### config.mk
export PLATFORM = sky130hd
export DESIGN_NAME = lsu_bus_bridge
export DESIGN_NICKNAME = d
export VERILOG_FILES = /design/src/rtl/lsu_bus_bridge_pkg.sv /design/src/rtl/lsu_data_align.sv /design/src/rtl/lsu_bus_bridge.sv
export SDC_FILE = /design/constraint.sdc
export NUM_CORES = 1
export LEC_CHECK = 0
export CAP_MARGIN = 30
export CORE_MARGIN = 8
export CORE_UTILIZATION = 42
export DETAILED_ROUTE_END_ITERATION = 8
export GPL_TIMING_DRIVEN = 0
export PLACE_DENSITY = 0.74
export SLEW_MARGIN = 40
export SYNTH_ARGS = -nofsm -noshare
export SYNTH_HDL_FRONTEND = slang
export SYNTH_SLANG_ARGS = --single-unit
### constraint.sdc
create_clock -name clk -period 2.15 [get_ports clk]
set_input_delay 0.43 -clock clk [delete_from_list [all_inputs] [get_ports clk]]
set_output_delay 0.43 -clock clk [all_outputs]
set_load 0.02 [all_outputs]
### src/rtl/lsu_bus_bridge_pkg.sv
// rtl/lsu_bus_bridge_pkg.sv - shared encodings and helpers for the LSU bus bridge
package lsu_bus_bridge_pkg;

  typedef enum logic [1:0] {
    ST_IDLE     = 2'd0,
    ST_REQ      = 2'd1,
    ST_WAIT_RSP = 2'd2,
    ST_DONE     = 2'd3
  } lsu_state_e;

  localparam logic [2:0] F3_B  = 3'b000;
  localparam logic [2:0] F3_H  = 3'b001;
  localparam logic [2:0] F3_W  = 3'b010;
  localparam logic [2:0] F3_D  = 3'b011;
  localparam logic [2:0] F3_BU = 3'b100;
  localparam logic [2:0] F3_HU = 3'b101;
  localparam logic [2:0] F3_WU = 3'b110;

  function automatic int lane_off_w(input int data_width);
    return $clog2(data_width / 8);
  endfunction

  // off is the lane offset zero-padded to 3 bits; wide means a 64-bit bus
  function automatic logic access_legal(input logic [2:0] funct3, input logic [2:0] off,
                                        input logic wide);
    logic ok;
    case (funct3)
      F3_B, F3_BU: ok = 1'b1;
      F3_H, F3_HU: ok = (off[0] == 1'b0);
      F3_W:        ok = (off[1:0] == 2'b00);
      F3_D:        ok = wide && (off == 3'b000);
      F3_WU:       ok = wide && (off[1:0] == 2'b00);
      default:     ok = 1'b0;
    endcase
    return ok;
  endfunction

endpackage

### src/rtl/lsu_data_align.sv
// rtl/lsu_data_align.sv - store lane replication/masking and load extraction/extension
module lsu_data_align
  import lsu_bus_bridge_pkg::*;
#(
  parameter  int DATA_WIDTH = 32,
  localparam int LANES      = DATA_WIDTH / 8,
  localparam int OFF_W      = $clog2(DATA_WIDTH / 8)
) (
  input  logic [2:0]            i_funct3,
  input  logic [OFF_W-1:0]      i_off,
  input  logic [DATA_WIDTH-1:0] i_wdata,
  input  logic [DATA_WIDTH-1:0] i_rdata,
  output logic [DATA_WIDTH-1:0] o_wdata,
  output logic [LANES-1:0]      o_mask,
  output logic [DATA_WIDTH-1:0] o_rdata
);

  logic [DATA_WIDTH-1:0] w_shift;

  always_comb begin
    o_wdata = '0;
    o_mask  = '0;
    case (i_funct3[1:0])
      2'b00: begin
        o_wdata = {LANES{i_wdata[7:0]}};
        o_mask  = LANES'(1) << i_off;
      end
      2'b01: begin
        o_wdata = {(LANES / 2){i_wdata[15:0]}};
        o_mask  = LANES'(3) << i_off;
      end
      2'b10: begin
        o_wdata = {(LANES / 4){i_wdata[31:0]}};
        o_mask  = LANES'(15) << i_off;
      end
      default: begin
        o_wdata = i_wdata;
        o_mask  = '1;
      end
    endcase
  end

  assign w_shift = i_rdata >> {i_off, 3'b000};

  always_comb begin
    o_rdata = '0;
    case (i_funct3)
      F3_B: begin
        o_rdata      = {DATA_WIDTH{w_shift[7]}};
        o_rdata[7:0] = w_shift[7:0];
      end
      F3_BU: o_rdata[7:0] = w_shift[7:0];
      F3_H: begin
        o_rdata       = {DATA_WIDTH{w_shift[15]}};
        o_rdata[15:0] = w_shift[15:0];
      end
      F3_HU: o_rdata[15:0] = w_shift[15:0];
      F3_W: begin
        o_rdata       = {DATA_WIDTH{w_shift[31]}};
        o_rdata[31:0] = w_shift[31:0];
      end
      F3_WU: o_rdata[31:0] = w_shift[31:0];
      default: o_rdata = w_shift;
    endcase
  end

endmodule

### src/rtl/lsu_bus_bridge.sv
// rtl/lsu_bus_bridge.sv - MEM-stage load/store unit bridging to a variable-latency data bus
module lsu_bus_bridge
  import lsu_bus_bridge_pkg::*;
#(
  parameter  int DATA_WIDTH     = 32,
  parameter  int ADDR_WIDTH     = 32,
  parameter  int TIMEOUT_CYCLES = 256,
  localparam int LANES          = DATA_WIDTH / 8
) (
  input  logic                  clk,
  input  logic                  rst_n,
  input  logic                  req_rd_i,
  input  logic                  req_wr_i,
  input  logic [ADDR_WIDTH-1:0] req_add_i,
  input  logic [DATA_WIDTH-1:0] req_wdata_i,
  input  logic [2:0]            req_funct3_i,
  output logic                  stall_o,
  output logic [DATA_WIDTH-1:0] rdata_o,
  output logic                  rdata_valid_o,
  output logic                  err_misalign_o,
  output logic                  err_timeout_o,
  output logic                  bus_valid_o,
  input  logic                  bus_ready_i,
  output logic                  bus_we_o,
  output logic [ADDR_WIDTH-1:0] bus_add_o,
  output logic [DATA_WIDTH-1:0] bus_wdata_o,
  output logic [LANES-1:0]      bus_byte_mark_o,
  input  logic                  bus_rvalid_i,
  input  logic [DATA_WIDTH-1:0] bus_rdata_i
);

  localparam int   OFF_W = lane_off_w(DATA_WIDTH);
  localparam logic WIDE  = (DATA_WIDTH == 64);
  localparam logic TO_EN = (TIMEOUT_CYCLES != 0);
  // Holds up to TIMEOUT_CYCLES+1, reached when a load handshakes on the last REQ cycle
  localparam int   CNT_W = $clog2(TIMEOUT_CYCLES + 2);
  localparam logic [CNT_W-1:0] TO_LAST = CNT_W'(TO_EN ? TIMEOUT_CYCLES - 1 : 0);

  lsu_state_e            r_state;
  logic [CNT_W-1:0]      r_cnt;
  logic [ADDR_WIDTH-1:0] r_add;
  logic [2:0]            r_f3;
  logic [DATA_WIDTH-1:0] r_wdata;
  logic                  r_we;
  logic [DATA_WIDTH-1:0] r_rdata;
  logic                  r_rdata_valid;
  logic                  r_err_timeout;

  logic                  w_req;
  logic                  w_legal;
  logic [2:0]            w_off3;
  logic                  w_bus_valid;
  logic                  w_to_hit;
  logic [DATA_WIDTH-1:0] w_st_data;
  logic [LANES-1:0]      w_st_mask;
  logic [DATA_WIDTH-1:0] w_ld_data;

  // rst_n gating keeps the combinational outputs quiet while reset is held
  assign w_req    = rst_n && (req_rd_i || req_wr_i) && (r_state == ST_IDLE);
  assign w_off3   = 3'(req_add_i[OFF_W-1:0]);
  assign w_legal  = access_legal(req_funct3_i, w_off3, WIDE);
  assign w_to_hit = TO_EN && (r_cnt >= TO_LAST);

  lsu_data_align #(.DATA_WIDTH(DATA_WIDTH)) u_align (
    .i_funct3 (r_f3),
    .i_off    (r_add[OFF_W-1:0]),
    .i_wdata  (r_wdata),
    .i_rdata  (bus_rdata_i),
    .o_wdata  (w_st_data),
    .o_mask   (w_st_mask),
    .o_rdata  (w_ld_data)
  );

  always_ff @(posedge clk or negedge rst_n) begin
    if (!rst_n) begin
      r_state       <= ST_IDLE;
      r_cnt         <= '0;
      r_add         <= '0;
      r_f3          <= '0;
      r_wdata       <= '0;
      r_we          <= 1'b0;
      r_rdata       <= '0;
      r_rdata_valid <= 1'b0;
      r_err_timeout <= 1'b0;
    end else begin
      r_rdata_valid <= 1'b0;
      r_err_timeout <= 1'b0;
      case (r_state)
        ST_IDLE: begin
          r_cnt <= '0;
          if (w_req && w_legal) begin
            r_add   <= req_add_i;
            r_f3    <= req_funct3_i;
            r_wdata <= req_wdata_i;
            r_we    <= req_wr_i;
            r_state <= ST_REQ;
          end
        end
        ST_REQ: begin
          r_cnt <= r_cnt + CNT_W'(1);
          if (bus_ready_i) begin
            if (r_we) begin
              r_state <= ST_DONE;
            end else if (bus_rvalid_i) begin
              r_rdata       <= w_ld_data;
              r_rdata_valid <= 1'b1;
              r_state       <= ST_DONE;
            end else begin
              r_state <= ST_WAIT_RSP;
            end
          end else if (w_to_hit) begin
            r_rdata       <= '0;
            r_err_timeout <= 1'b1;
            r_state       <= ST_DONE;
          end
        end
        ST_WAIT_RSP: begin
          r_cnt <= r_cnt + CNT_W'(1);
          if (bus_rvalid_i) begin
            r_rdata       <= w_ld_data;
            r_rdata_valid <= 1'b1;
            r_state       <= ST_DONE;
          end else if (w_to_hit) begin
            r_rdata       <= '0;
            r_err_timeout <= 1'b1;
            r_state       <= ST_DONE;
          end
        end
        default: r_state <= ST_IDLE;
      endcase
    end
  end

  assign w_bus_valid     = (r_state == ST_REQ);
  assign bus_valid_o     = w_bus_valid;
  assign bus_we_o        = w_bus_valid && r_we;
  assign bus_add_o       = w_bus_valid ? {r_add[ADDR_WIDTH-1:OFF_W], {OFF_W{1'b0}}} : '0;
  assign bus_wdata_o     = w_bus_valid ? w_st_data : '0;
  assign bus_byte_mark_o = w_bus_valid ? w_st_mask : '0;

  assign stall_o        = (w_req && w_legal) || (r_state == ST_REQ) || (r_state == ST_WAIT_RSP);
  assign err_misalign_o = w_req && !w_legal;
  assign err_timeout_o  = r_err_timeout;
  assign rdata_o        = r_rdata;
  assign rdata_valid_o  = r_rdata_valid;

endmodule

* Word level (Yosys, flattened, before mapping)
Cells that the tools add are included.
Word-level totals: register bits 113, word-level logic and storage cells 82
Cells by class: add/sub/neg operators 1, $lt $le $gt $ge 1, equal/unequal tests 14, shifts and indexed selects 4, multiplexer cells 30, bitwise gates (word level) 1, reduce and logical (&&, ||, !) cells 22
Operators with widths (number):
- 32-bit two-way mux | 7
- 32-bit case mux with 2 select lines | 2
- 16-bit case mux with 3 select lines | 1
- 32-bit by 5-bit right shift with 32-bit output | 1
- 9-bit case mux with 2 select lines | 1
- 8-bit case mux with 2 select lines | 1
- 3-bit equality test (second input constant) | 4
- 4-bit case mux with 3 select lines | 1
- 9-bit by 1-bit adder with 9-bit output (second input constant) | 1
- 9-bit by 8-bit greater-or-equal comparator with 1-bit output (second input constant) | 1
- 1-bit two-way mux | 8
- 2-bit two-way mux | 4
- 2-bit OR reduction | 4
- 3-bit by 1-bit equality test with 1-bit output (second input constant) | 2
- 2-bit zero test | 3
- 3-bit zero test | 2
- 3-bit != test (second input constant) | 2
- 2-bit case mux with 3 select lines | 1
- 1-bit logical AND | 5
- 2-bit by 1-bit equality test with 1-bit output (second input constant) | 2
- 2-bit equality test (second input constant) | 2
- 4-bit two-way mux | 1
- 1-bit case mux with 2 select lines | 2
- 2-bit nonzero test | 2
- other kinds (11) | 13

* Longest topological paths before layout
depth in word-level cells 7, mapped depth 10

* By module
Synthesis repeated with hierarchy kept, for this count alone.
Unflattened totals: cell total of the unflattened synthesis 578, area, all modules 6272.3 µm²
Modules (own cells, without submodules):
- lsu_bus_bridge | instances 1, cells an instance 395, area an instance 4999.8 µm², sequential area each 2827.7 µm²
- lsu_data_align | instances 1, cells an instance 183, area an instance 1272.5 µm², sequential area each 0.0 µm²

* Worst setup path after synthesis
No wires, ideal clock.
path type register to output, from register r_f3[1], to output port bus_wdata_o[29], arrival time 1908 ps, data required time 1720 ps, path slack -188 ps, stages on the path, launching flop included 8, buffers on the path 2, path through dfrtp_1 inv_1 ha_1 clkbuf_1 nor2_1 clkbuf_1 nand2_1 a21boi_1
On the way: cells in the longest elaborated chain, start to end 3, elaborated cells between the ends (all ways) 4, classes of those cells eq/ne (1); mux (2); reduce/logical (1)
Ends and longest elaborated chain:
- start: declaration | line lsu_bus_bridge.sv:42 | logic [2:0] r_f3;
- start signal: assignment | line lsu_bus_bridge.sv:93 | r_f3 <= req_funct3_i;
- 2-bit by 1-bit equality test with 1-bit output or 2-bit zero test (tied branches) | line lsu_data_align.sv:23 | case (i_funct3[1:0])
- 32-bit case mux with 2 select lines (*) | line lsu_data_align.sv:23
- 32-bit two-way mux (*) | line lsu_bus_bridge.sv:138 | assign bus_wdata_o = w_bus_valid ? w_st_data : '0;
- end: declaration | line lsu_bus_bridge.sv:26 | output logic [DATA_WIDTH-1:0] bus_wdata_o,
Mark *: on every way between the ends. The rest lies on a longest branch, timed or not.

* Worst setup path after layout
from register r_f3[0], to output port bus_wdata_o[23]
The elaborated chain is that of the path after synthesis.

==> impl.org <==
** Outcome
- The run finished, with violations left.
- The checks that failed: negative hold slack, negative setup slack.

** Detailed routing
- Routed wire length :: 24.34 mm
- First-pass iteration count of the detailed router :: 5
- Remaining antenna violation count :: 0
- Per-cell routed wire length :: 22.49 um
- Using the TritonRoute via totals, the vias-per-cell ratio works out to 5.762.
- The detailed router finished its first iteration with 427 violations.
- DRC viols :: 0
- Count of vias placed by the detailed router :: 6,234

** Worst setup path
- Crit-path max cell delay :: 0.41 ns
- Category of the worst setup path launch point :: register
- Crit-path most repeated cell :: sky130_fd_sc_hd__buf_6
- Counting buffers and inverters, the worst setup path is 8 cells deep.
- Crit Path Category :: reg -> out
- Data on the critical path arrives at its endpoint at 2.03 ns.
- Critical path's slowest cell :: sky130_fd_sc_hd__dfrtp_1
- Critical Path Fanout Max :: 6
- CP bufs+invs :: 4
- Critical Path, Cell by Cell :: buf_6 -> ha_4 -> clkbuf_16 -> nor2_4 -> clkbuf_8 -> nand2_2 -> a21boi_2 -> buf_6
- STA classifies the critical path endpoint as a primary output.
- Family with the most delay on the worst path :: buffers and inverters
- STA puts the critical path data required time at 1.72 ns.
- For the worst flop-to-flop path, the logic depth is 11.

** Layout
- Post-layout net count :: 1,002
- Number of fillers in the final layout :: 904
- Most frequent cells in the layout :: 137 x sky130_fd_sc_hd__clkdlybuf4s50_1, 110 x sky130_fd_sc_hd__dfrtp_1, 82 x sky130_fd_sc_hd__buf_6, 69 x sky130_fd_sc_hd__mux2_1, 46 x sky130_fd_sc_hd__buf_4
- Layout Cells excl Fill :: 1,082
- Most common cell after layout, fill and taps aside :: sky130_fd_sc_hd__clkdlybuf4s50_1
- Of the cells placed in the final design, the portion with a size suffix greater than 1 is 37.64%.
- Layout Area Growth over Synthesis :: 73.42%
- Antenna diode count :: 0

** GRT
- Entering global routing, the biggest net connects 62 pins.
- Global routing used 22.90% of the available tracks.
- Number of global-route vias before repair :: 6,507
- For this run, global-route usage on met3 was measured as 8.699%.
- The initial antenna violation count is 0.
- The first global-routing pass estimated 35.42 mm of wire.
- Global-route met1 utilization :: 27.43%
- GRT overflow :: 0
- Met2 track utilization from global routing :: 36.92%
- The global routing stage identified its most utilized layer as met2.

** Pwr
- Worst IR drop on VDD :: 927.6 uV
- Overall power consumption :: 17.01 mW
- Power density over the cells :: 1560 mW/mm^2
- In this run the static leakage power is 4.688 nW.

** Timing
- Remaining max-slew budget at the tightest pin :: 58.14%
- For this run, the top clock speed supported by timing is 0.4063 GHz.
- Worst-Margin Slew :: 0.6280 ns
- Final setup violation count :: 86
- Crit path setup slack, layout :: -0.3110 ns
- Final worst clock skew :: 0.01007 ns
- Final worst path period share :: 114.5%
- Count of endpoints failing hold in the final timing report :: 6
- Post-route worst hold slack :: -0.009480 ns
- The final-report max-slew violation count was 0.
- Setup repair after global routing missed its margin :: true
- Final period demand of the worst path :: 2.461 ns

** Yosys
- After synthesis, the netlist uses 58 different library cells.
- Sequential cells were found to cover 44.96% of the synthesized design area.
- Number of synthesized register bits :: 113
- Among all flip-flop cells after synthesis, the most frequent one is sky130_fd_sc_hd__dfrtp_1.
- The Yosys step of the flow raised 0 warnings.
- Cell Area, Synth :: 0.006290 mm^2
- Synthesized instance count :: 599
- In this run, synthesis inferred 0 flip-flops with an integrated enable.
- Async SR Flop Fraction :: 100.0%
- In this run the mean area of a mapped cell was 10.50 um^2.

** Flow run
- Max Cap Viol :: 0

** Placement
- Cells after DPL :: 993
- Port buffer count :: 208
- HPWL after detailed placement :: 16.13 mm
- GPL Wtd Cong :: 0.8572

** Clock network
- The root buffer cell chosen for the clock tree is sky130_fd_sc_hd__clkbuf_16.
- TritonCTS created 17 clock buffers.
- The longest clock path from root to sink contains 2 buffers.
- Number of H-tree levels :: 4
- Clk pin slew, worst setup/hold paths :: 0.06 ns
- TritonCTS built the clock tree.
- For this design, the sink count on the clock tree is 113.
- Clock network latency to the later pin of the worst-skew pair :: 0.43 ns

** Min path
- Path type of the worst min-delay path :: in -> async

** Die
- Once the floorplan was initialized, standard cells occupied 43.11% of the core.
- IO Pins :: 211
- Measured along the x axis, the die boundary spans 138.4 um.
- The die covers 0.01915 mm^2.
- Core area :: 0.01459 mm^2
- Cell Rows :: 44
- Measured along the y axis, the die boundary spans 138.4 um.
## layer usage
layer	share of wire [%]	up-vias
li1	-	2747
met3	10	45
met2	48	334
met5	0	-
met4	1.9	0
met1	40	3108
## registers in the layout, summed over array words and instances, names as in the netlist
signal	cells
r_cnt	9
r_we	1
r_f3	3
r_add	32
r_wdata	32
rdata_valid_o	1
err_timeout_o	1
r_state	2
rdata_o	32
## kinds of logic (layout without fill, tap and decap cells)
family | Yosys count | in the layout | synth area share (%)
other cells | 1 | 2 | 0.05962
flops | 113 | 113 | 44.96
fa+ha+maj | 12 | 12 | 2.387
buf+inv | 53 | 351 | 3.899
mux | 91 | 91 | 16.01
compound gates | 149 | 149 | 17.86
simple gates | 180 | 180 | 14.82
## layout make-up
type                       instances  area, um^2  share of cell area [%]
buffer                            40       480.5                   4.405
clock buffer                      20       466.7                   4.278
timing repair buffer             271        2870                   26.31
clock inverter                    12       157.7                   1.445
sequential                       113        2831                   25.96
tap                              184       230.2                   2.111
inverter                           8       32.53                  0.2982
multi-input combinational        434        3839                   35.19
## where the power goes
| part | switching [mW] | internal (mW) | leakage [nW] |
|---|---|---|---|
| Combinational | 4.97 | 5.17 | 3.02 |
| Clock | 1.07 | 1.91 | 0.286 |
| Sequential | 0.793 | 3.10 | 1.38 |
## path summary, 6_finish.rpt
check / startpoint / endpoint / slack, ns
min in group clk: r_add[8]$_DFFE_PN0P_ / r_add[8]$_DFFE_PN0P_ / 0.49
setup reg to reg: r_cnt[0]$_DFFE_PN0P_ / rdata_o[5]$_DFFE_PN0P_ / -0.07
hold / removal: rst_n / r_cnt[7]$_DFFE_PN0P_ / -0.009
hold reg to reg: r_add[8]$_DFFE_PN0P_ / r_add[8]$_DFFE_PN0P_ / 0.49
setup / recovery: r_f3[0]$_DFFE_PN0P_ / bus_wdata_o[23] / -0.31
max in group asynchronous: rst_n / r_add[1]$_DFFE_PN0P_ / 1.85
## what timing repair did
item	4_1_cts	5_1_grt
endpoints found under the hold margin	52	0
buffers inserted	24	28
pin swaps	21	34
hold buffers	1	0
setup endpoints to repair	172	153
gates resized for setup	468	189
cloned	2	9
## metrics by stage
step | setup TNS (ns) | worst slack (ns) | util, % | area [um^2]
final | -11.57 | -0.3110 | 74.77 | 10910
after global routing | -16.71 | -0.3741 | 74.77 | 10910
after CTS | -4.811 | -0.2716 | 67.43 | 9837
after detailed placement | -83.20 | -0.9589 | 59.62 | 8698
after global placement | -807.90 | -5.268 | 59.40 | 8666
after floorplan | 0 | 0.002403 | - | 6354
## cells in the mapped netlist, drive strengths merged (3+ instances only)
| master | instances | area (um^2) |
|---|---|---|
| a211o | 8 | 70.07 |
| a21boi | 15 | 112.6 |
| a21oi | 10 | 50.05 |
| a22o | 11 | 96.34 |
| a22oi | 24 | 180.2 |
| a2bb2oi | 8 | 70.07 |
| a31oi | 3 | 25.02 |
| a32o | 7 | 70.07 |
| and2 | 47 | 294.0 |
| and3 | 3 | 18.77 |
| buf | 26 | 143.9 |
| clkbuf | 19 | 71.32 |
| dfrtp | 113 | 2828 |
| ha | 12 | 150.1 |
| inv | 8 | 30.03 |
| mux2 | 71 | 799.5 |
| mux2i | 20 | 207.7 |
| nand2 | 42 | 157.7 |
| nand2b | 4 | 25.02 |
| nand3 | 11 | 55.05 |
| nor2 | 35 | 131.4 |
| nor2b | 19 | 118.9 |
| nor3 | 4 | 20.02 |
| nor4 | 10 | 75.07 |
| o21a | 4 | 30.03 |
| o21ai | 30 | 165.2 |
| o22ai | 10 | 76.32 |
| o311ai | 7 | 61.31 |
(Power assumes the default switching activity.)
